**src/rtl/cp0_pc_ctrl.sv**
```systemverilog
// Coprocessor-0 next-PC and exception/interrupt controller: holds Status, Cause and EPC,
// and picks the fetch address each cycle (reset, exception vector, eret, branch, sequential).
module cp0_pc_ctrl #(
  parameter logic [31:0] EXC_VECTOR = 32'h0000_0008,
  parameter logic [31:0] RESET_PC   = 32'h0000_0000
) (
  input  logic        Clk,
  input  logic        Clrn,
  input  logic [31:0] pc_cur,
  input  logic [31:0] pc_seq,
  input  logic [31:0] pc_branch,
  input  logic        branch_taken,
  input  logic        intr_req,
  input  logic        exc_sys,
  input  logic        exc_unimpl,
  input  logic        exc_ovr,
  input  logic        eret,
  input  logic        mtc0,
  input  logic [1:0]  c0_sel,
  input  logic [31:0] wdata,
  output logic [31:0] rdata,
  output logic [31:0] next_pc,
  output logic        intr_ack,
  output logic        exc_taken,
  output logic [31:0] status,
  output logic [31:0] cause,
  output logic [31:0] epc
);

  logic [11:0] status_q, status_d;
  logic [1:0]  cause_q, cause_d;
  logic [31:0] epc_q, epc_d;

  logic        take_s;
  logic        take_int_s;
  logic [1:0]  code_s;

  // Event qualification and priority: unimpl > sys > ovr > int, all gated by the live mask.
  always_comb begin
    take_s     = 1'b0;
    take_int_s = 1'b0;
    code_s     = 2'd0;
    if (!Clrn) begin
      take_s     = 1'b0;
      take_int_s = 1'b0;
    end else if (exc_unimpl && status_q[2]) begin
      take_s = 1'b1;
      code_s = 2'd2;
    end else if (exc_sys && status_q[1]) begin
      take_s = 1'b1;
      code_s = 2'd1;
    end else if (exc_ovr && status_q[3]) begin
      take_s = 1'b1;
      code_s = 2'd3;
    end else if (intr_req && status_q[0]) begin
      take_s     = 1'b1;
      take_int_s = 1'b1;
      code_s     = 2'd0;
    end else begin
      take_s = 1'b0;
    end
  end

  // Fetch redirect selection.
  always_comb begin
    next_pc = pc_seq;
    if (!Clrn) begin
      next_pc = RESET_PC;
    end else if (take_s) begin
      next_pc = EXC_VECTOR;
    end else if (eret) begin
      next_pc = epc_q;
    end else if (branch_taken) begin
      next_pc = pc_branch;
    end else begin
      next_pc = pc_seq;
    end
  end

  // mfc0 read mux and register views; reads always see the pre-edge value.
  always_comb begin
    status    = {20'd0, status_q};
    cause     = {28'd0, cause_q, 2'd0};
    epc       = epc_q;
    exc_taken = take_s;
    intr_ack  = take_int_s;
    case (c0_sel)
      2'd0:    rdata = {20'd0, status_q};
      2'd1:    rdata = {28'd0, cause_q, 2'd0};
      2'd2:    rdata = epc_q;
      default: rdata = 32'd0;
    endcase
  end

  // Next register state; a taken event overrides any mtc0 in the same cycle.
  always_comb begin
    status_d = status_q;
    cause_d  = cause_q;
    epc_d    = epc_q;
    if (take_s) begin
      status_d = {status_q[7:0], 4'd0};
      cause_d  = code_s;
      epc_d    = take_int_s ? pc_seq : pc_cur;
    end else begin
      if (eret) begin
        status_d = {4'd0, status_q[11:4]};
      end else if (mtc0 && (c0_sel == 2'd0)) begin
        status_d = wdata[11:0];
      end else begin
        status_d = status_q;
      end
      if (mtc0 && (c0_sel == 2'd1)) begin
        cause_d = wdata[3:2];
      end else begin
        cause_d = cause_q;
      end
      if (mtc0 && (c0_sel == 2'd2)) begin
        epc_d = wdata;
      end else begin
        epc_d = epc_q;
      end
    end
  end

  // State registers with synchronous active-low reset.
  always_ff @(posedge Clk) begin
    if (!Clrn) begin
      status_q <= 12'd0;
      cause_q  <= 2'd0;
      epc_q    <= 32'd0;
    end else begin
      status_q <= status_d;
      cause_q  <= cause_d;
      epc_q    <= epc_d;
    end
  end

endmodule

```
**config.mk**
```make
export PLATFORM = sky130hd
export DESIGN_NAME = cp0_pc_ctrl
export DESIGN_NICKNAME = d
export VERILOG_FILES = /design/src/rtl/cp0_pc_ctrl.sv
export SDC_FILE = /design/constraint.sdc
export NUM_CORES = 1
export LEC_CHECK = 0
export BUFFER_PORTS_ARGS = -buffer_cell sky130_fd_sc_hd__buf_2
export CAP_MARGIN = 20
export CORE_AREA = 3 3 115 117
export DETAILED_ROUTE_END_ITERATION = 7
export DIE_AREA = 0 0 118 120
export GPL_TIMING_DRIVEN = 1
export PLACE_DENSITY_LB_ADDON = 0.15
export SKIP_LAST_GASP = 1
export SYNTH_ARGS = -nofsm -noshare
export SYNTH_HDL_FRONTEND = slang
export SYNTH_SLANG_ARGS = --single-unit
```
**constraint.sdc**
```tcl
create_clock -name Clk -period 1.8 [get_ports Clk]
set_input_delay 0.18 -clock Clk [delete_from_list [all_inputs] [get_ports Clk]]
set_output_delay 0.18 -clock Clk [all_outputs]
set_load 0.005 [all_outputs]
```
==> summary.txt <==
Pwr
  • Sw Share: 0.3461
  • Cell Int Power: 2.444 mW
  • Comb pwr share: 0.410
  • Pwr/cell area: 629.2 nW/um2
  • Clk pwr share: 0.249
  • Maximum VDD drop: 0.0003924 V
  • Switching Power: 1.294 mW
  • Sequential share of power: 0.340
  • Leak: 3.435 nW

Floorplan
  • Die extent in y: 120 um
  • Die width: 118 um
  • FP Rows: 41
  • Core area: 12470 um2
  • Die ar.: 14160 um2
  • Ports: 301
  • Initial Util: 0.3232

Cells and area
  • Number of diodes: 0
  • Footprint of the multi-input gates: 2770 um2
  • Fin cells: 974
  • Final #Nets: 940
  • Layout cells sized above 1: 0.4065
  • Sequential Area: 920.9 um2
  • Commonest non-fill, non-tap cell in the layout: buf_2
  • Most frequent cells in the layout: buf_2, nor2_1, mux2i_1
  • Layout fillers: 1265
  • Area Overhead vs Synth: 47.42%

CTS
  • Clock buffer count from CTS: 5
  • Root Buffer: clkbuf_16
  • CTS tree: built
  • TritonCTS Sinks: 46
  • Worst-path clk slew: 60 ps
  • CTS H-tree depth: 2
  • Clock buffer depth: 2
  • Cts hold-fix bufs: 0
  • Clk Latency, worst-skew pair: 280 ps

Timing
  • # setup viols final: 48
  • Unrepaired setup endpoints after global routing: yes
  • Period utilization: 1.111
  • Post-Route Setup TNS: -5661 ps
  • Max-slew violations: 0
  • Fin worst setup slack: -199.8 ps
  • Post-layout min period: 2000 ps
  • Max Freq: 500.0 MHz
  • Clk_skew: 3.969 ps
  • Final Hold Fails: 0

Routing
  • Vias: 4960
  • Drt wl/cell: 16.97 um
  • Post-Route WL: 16530 um
  • DRT Pass-1 Iters: 5
  • Drt via density: 5.092
  • Drc violations: 0
  • Post-route ant nets: 0
  • 1st-iter DRT viols: 217

Critical path
  • Worst-path cell chain: a222oi_1, buf_4, nand3_2, buf_12, nor2_1, buf_2
  • RR Startpoint: status_q[3]
  • Worst reg-to-reg setup slack: -70 ps
  • Worst setup path endpoint: next_pc[29]
  • Worst EP required: 1620 ps
  • R2r endpoint: epc[28]
  • Critical Path Source: status_q[3]
  • CP max-delay cell: a222oi_1
  • CP startpoint kind: register
  • CP Data Arrival Time: 1820 ps
  • Max stage delay on crit path: 390 ps
  • Crit path max fanout: 20
  • Setup CP Type: register to output pin
  • Worst Reg-to-Reg Cells: 8
  • CP Capture Type: output pin

Run status
  • Status: finished with violations
  • Failing checks: setup timing

GRT
  • Initial antenna violation count: 0
  • Wire length of the first global-routing pass: 24780 um
  • Vias in the first global route: 4848
  • GRT overflow: 0
  • GRT Overall Usage: 0.2134
  • Largest net degree at the start of global routing: 45

Place
  • PortBufs: 250
  • Placed Cells: 956
  • DP HPWL: 12410 um
  • Routability cong.: 0.8697

Hold path
  • Min-Delay Path Class: input pin to register

Synth
  • Synth cell types: 35
  • Synth Register Bits: 46
  • Register area share after synthesis: 0.2286
  • Post-Syn Instances: 557
  • Avg Cell Area, Syn: 7.233 um2
  • Mapped Area: 4029 um2
  • Synth warn: 0

Flow run
  • MaxCap Viol Count: 0
-- power groups by stage --
| stage | Sequential (mW) | Clock (mW) | Combinational [mW] |
|---|---|---|---|
| floorplan | 1.27 | 0 | 0.756 |
| global placement | 1.29 | 0 | 1.28 |
| detailed placement | 1.30 | 0 | 1.31 |
| CTS | 1.27 | 0.958 | 1.37 |
| global route | 1.29 | 1.00 | 1.67 |
| finish | 1.27 | 0.931 | 1.53 |
-- critical path, delay by kind of cell, from the launching register on --
family                 cells  cell delay [ps]
AOI/OAI and AO/OA          1              390
buffers and inverters      3              560
DFF                        1              310
and+or+nand+nor            2              260
-- how the worst min path moves through the flow --
stage                     slack [ps]       from  depth (start not counted)            to
after CTS                        190   wdata[9]                          3   status_q[9]
after floorplan                  370  wdata[10]                          2  status_q[10]
final                            200   wdata[9]                          3   status_q[9]
after detailed placement         500   wdata[9]                          3   status_q[9]
after global routing             210  wdata[10]                          3  status_q[10]
after global placement           500   wdata[9]                          3   status_q[9]
-- cell families after synthesis --
family | after synthesis | synth area share
flops | 46 | 0.2286
simple gates | 196 | 0.2177
other cells | 1 | 0.0009308
compound gates | 126 | 0.2429
buf+inv | 135 | 0.1780
mux | 53 | 0.1320
-- sequential cells by signal (all words and copies together) (netlist names) --
name,flops
cause_q,2
epc,32
status_q,12
-- area by class of cell --
type / count / area share
tap: 172 / 0.03623
sequential: 46 / 0.1550
clock buffer: 7 / 0.02402
multi-input combinational: 425 / 0.4664
clock inverter: 1 / 0.0008426
inverter: 34 / 0.02191
timing repair buffer: 289 / 0.2956
-- what timing repair did --
action,4_1_cts,5_1_grt
gates resized for setup,3,43
pin swaps,1,13
buffers inserted,5,2
hold endpoints to repair,0,0
gates cloned,1,3
endpoints found under the setup margin,34,76
-- cell usage after synthesis --
cell | instances | area share
nor3b_2 | 1 | 0.0031
buf_2 | 3 | 0.0037
mux2i_1 | 52 | 0.13
o221ai_1 | 31 | 0.067
nor2_1 | 114 | 0.11
mux2_2 | 1 | 0.0028
o211a_1 | 32 | 0.080
buf_6 | 2 | 0.0056
conb_1 | 1 | 0.00093
a21o_1 | 1 | 0.0019
inv_2 | 2 | 0.0019
a21oi_1 | 33 | 0.041
buf_1 | 4 | 0.0037
nor2b_1 | 3 | 0.0047
a311oi_1 | 4 | 0.0087
nand3_1 | 34 | 0.042
and2_1 | 22 | 0.034
o211ai_1 | 4 | 0.0075
inv_1 | 32 | 0.030
a22oi_1 | 1 | 0.0019
a211oi_1 | 4 | 0.0075
o22ai_1 | 1 | 0.0016
a21boi_1 | 4 | 0.0075
o21ai_0 | 6 | 0.0075
dfxtp_1 | 46 | 0.23
nand2_1 | 14 | 0.013
or2_1 | 1 | 0.0016
and3_1 | 1 | 0.0016
a221o_1 | 1 | 0.0025
nand3b_1 | 6 | 0.011
clkbuf_1 | 41 | 0.038
a222oi_1 | 1 | 0.0025
o21ai_1 | 1 | 0.0012
o311a_1 | 2 | 0.0050
buf_4 | 51 | 0.095
-- layer usage --
layer  wire length (um)  GRT usage  up-vias
li1                   -          -     2334
met1               6790     0.2603     2362
met2               8389     0.3870      250
met3               1198    0.04618       14
met4                151    0.04322        0
met5                  0          0        -
-- stage by stage --
step           setup slack, ps  hold slack (ps)  area [um2]  utilization  total power [mW]
2_1_floorplan           -4.633            365.3        4215            -             2.023
3_3_place_gp             83.29            496.9        5400       0.4332             2.573
3_5_place_dp             54.16            495.4        5400       0.4332             2.606
4_1_cts                 -140.1            193.2        5628       0.4515             3.605
5_1_grt                 -292.8            211.6        5939       0.4765             3.963
6_report                -199.8            202.3        5939       0.4765             3.737
Power figures use the tool's default switching activity.
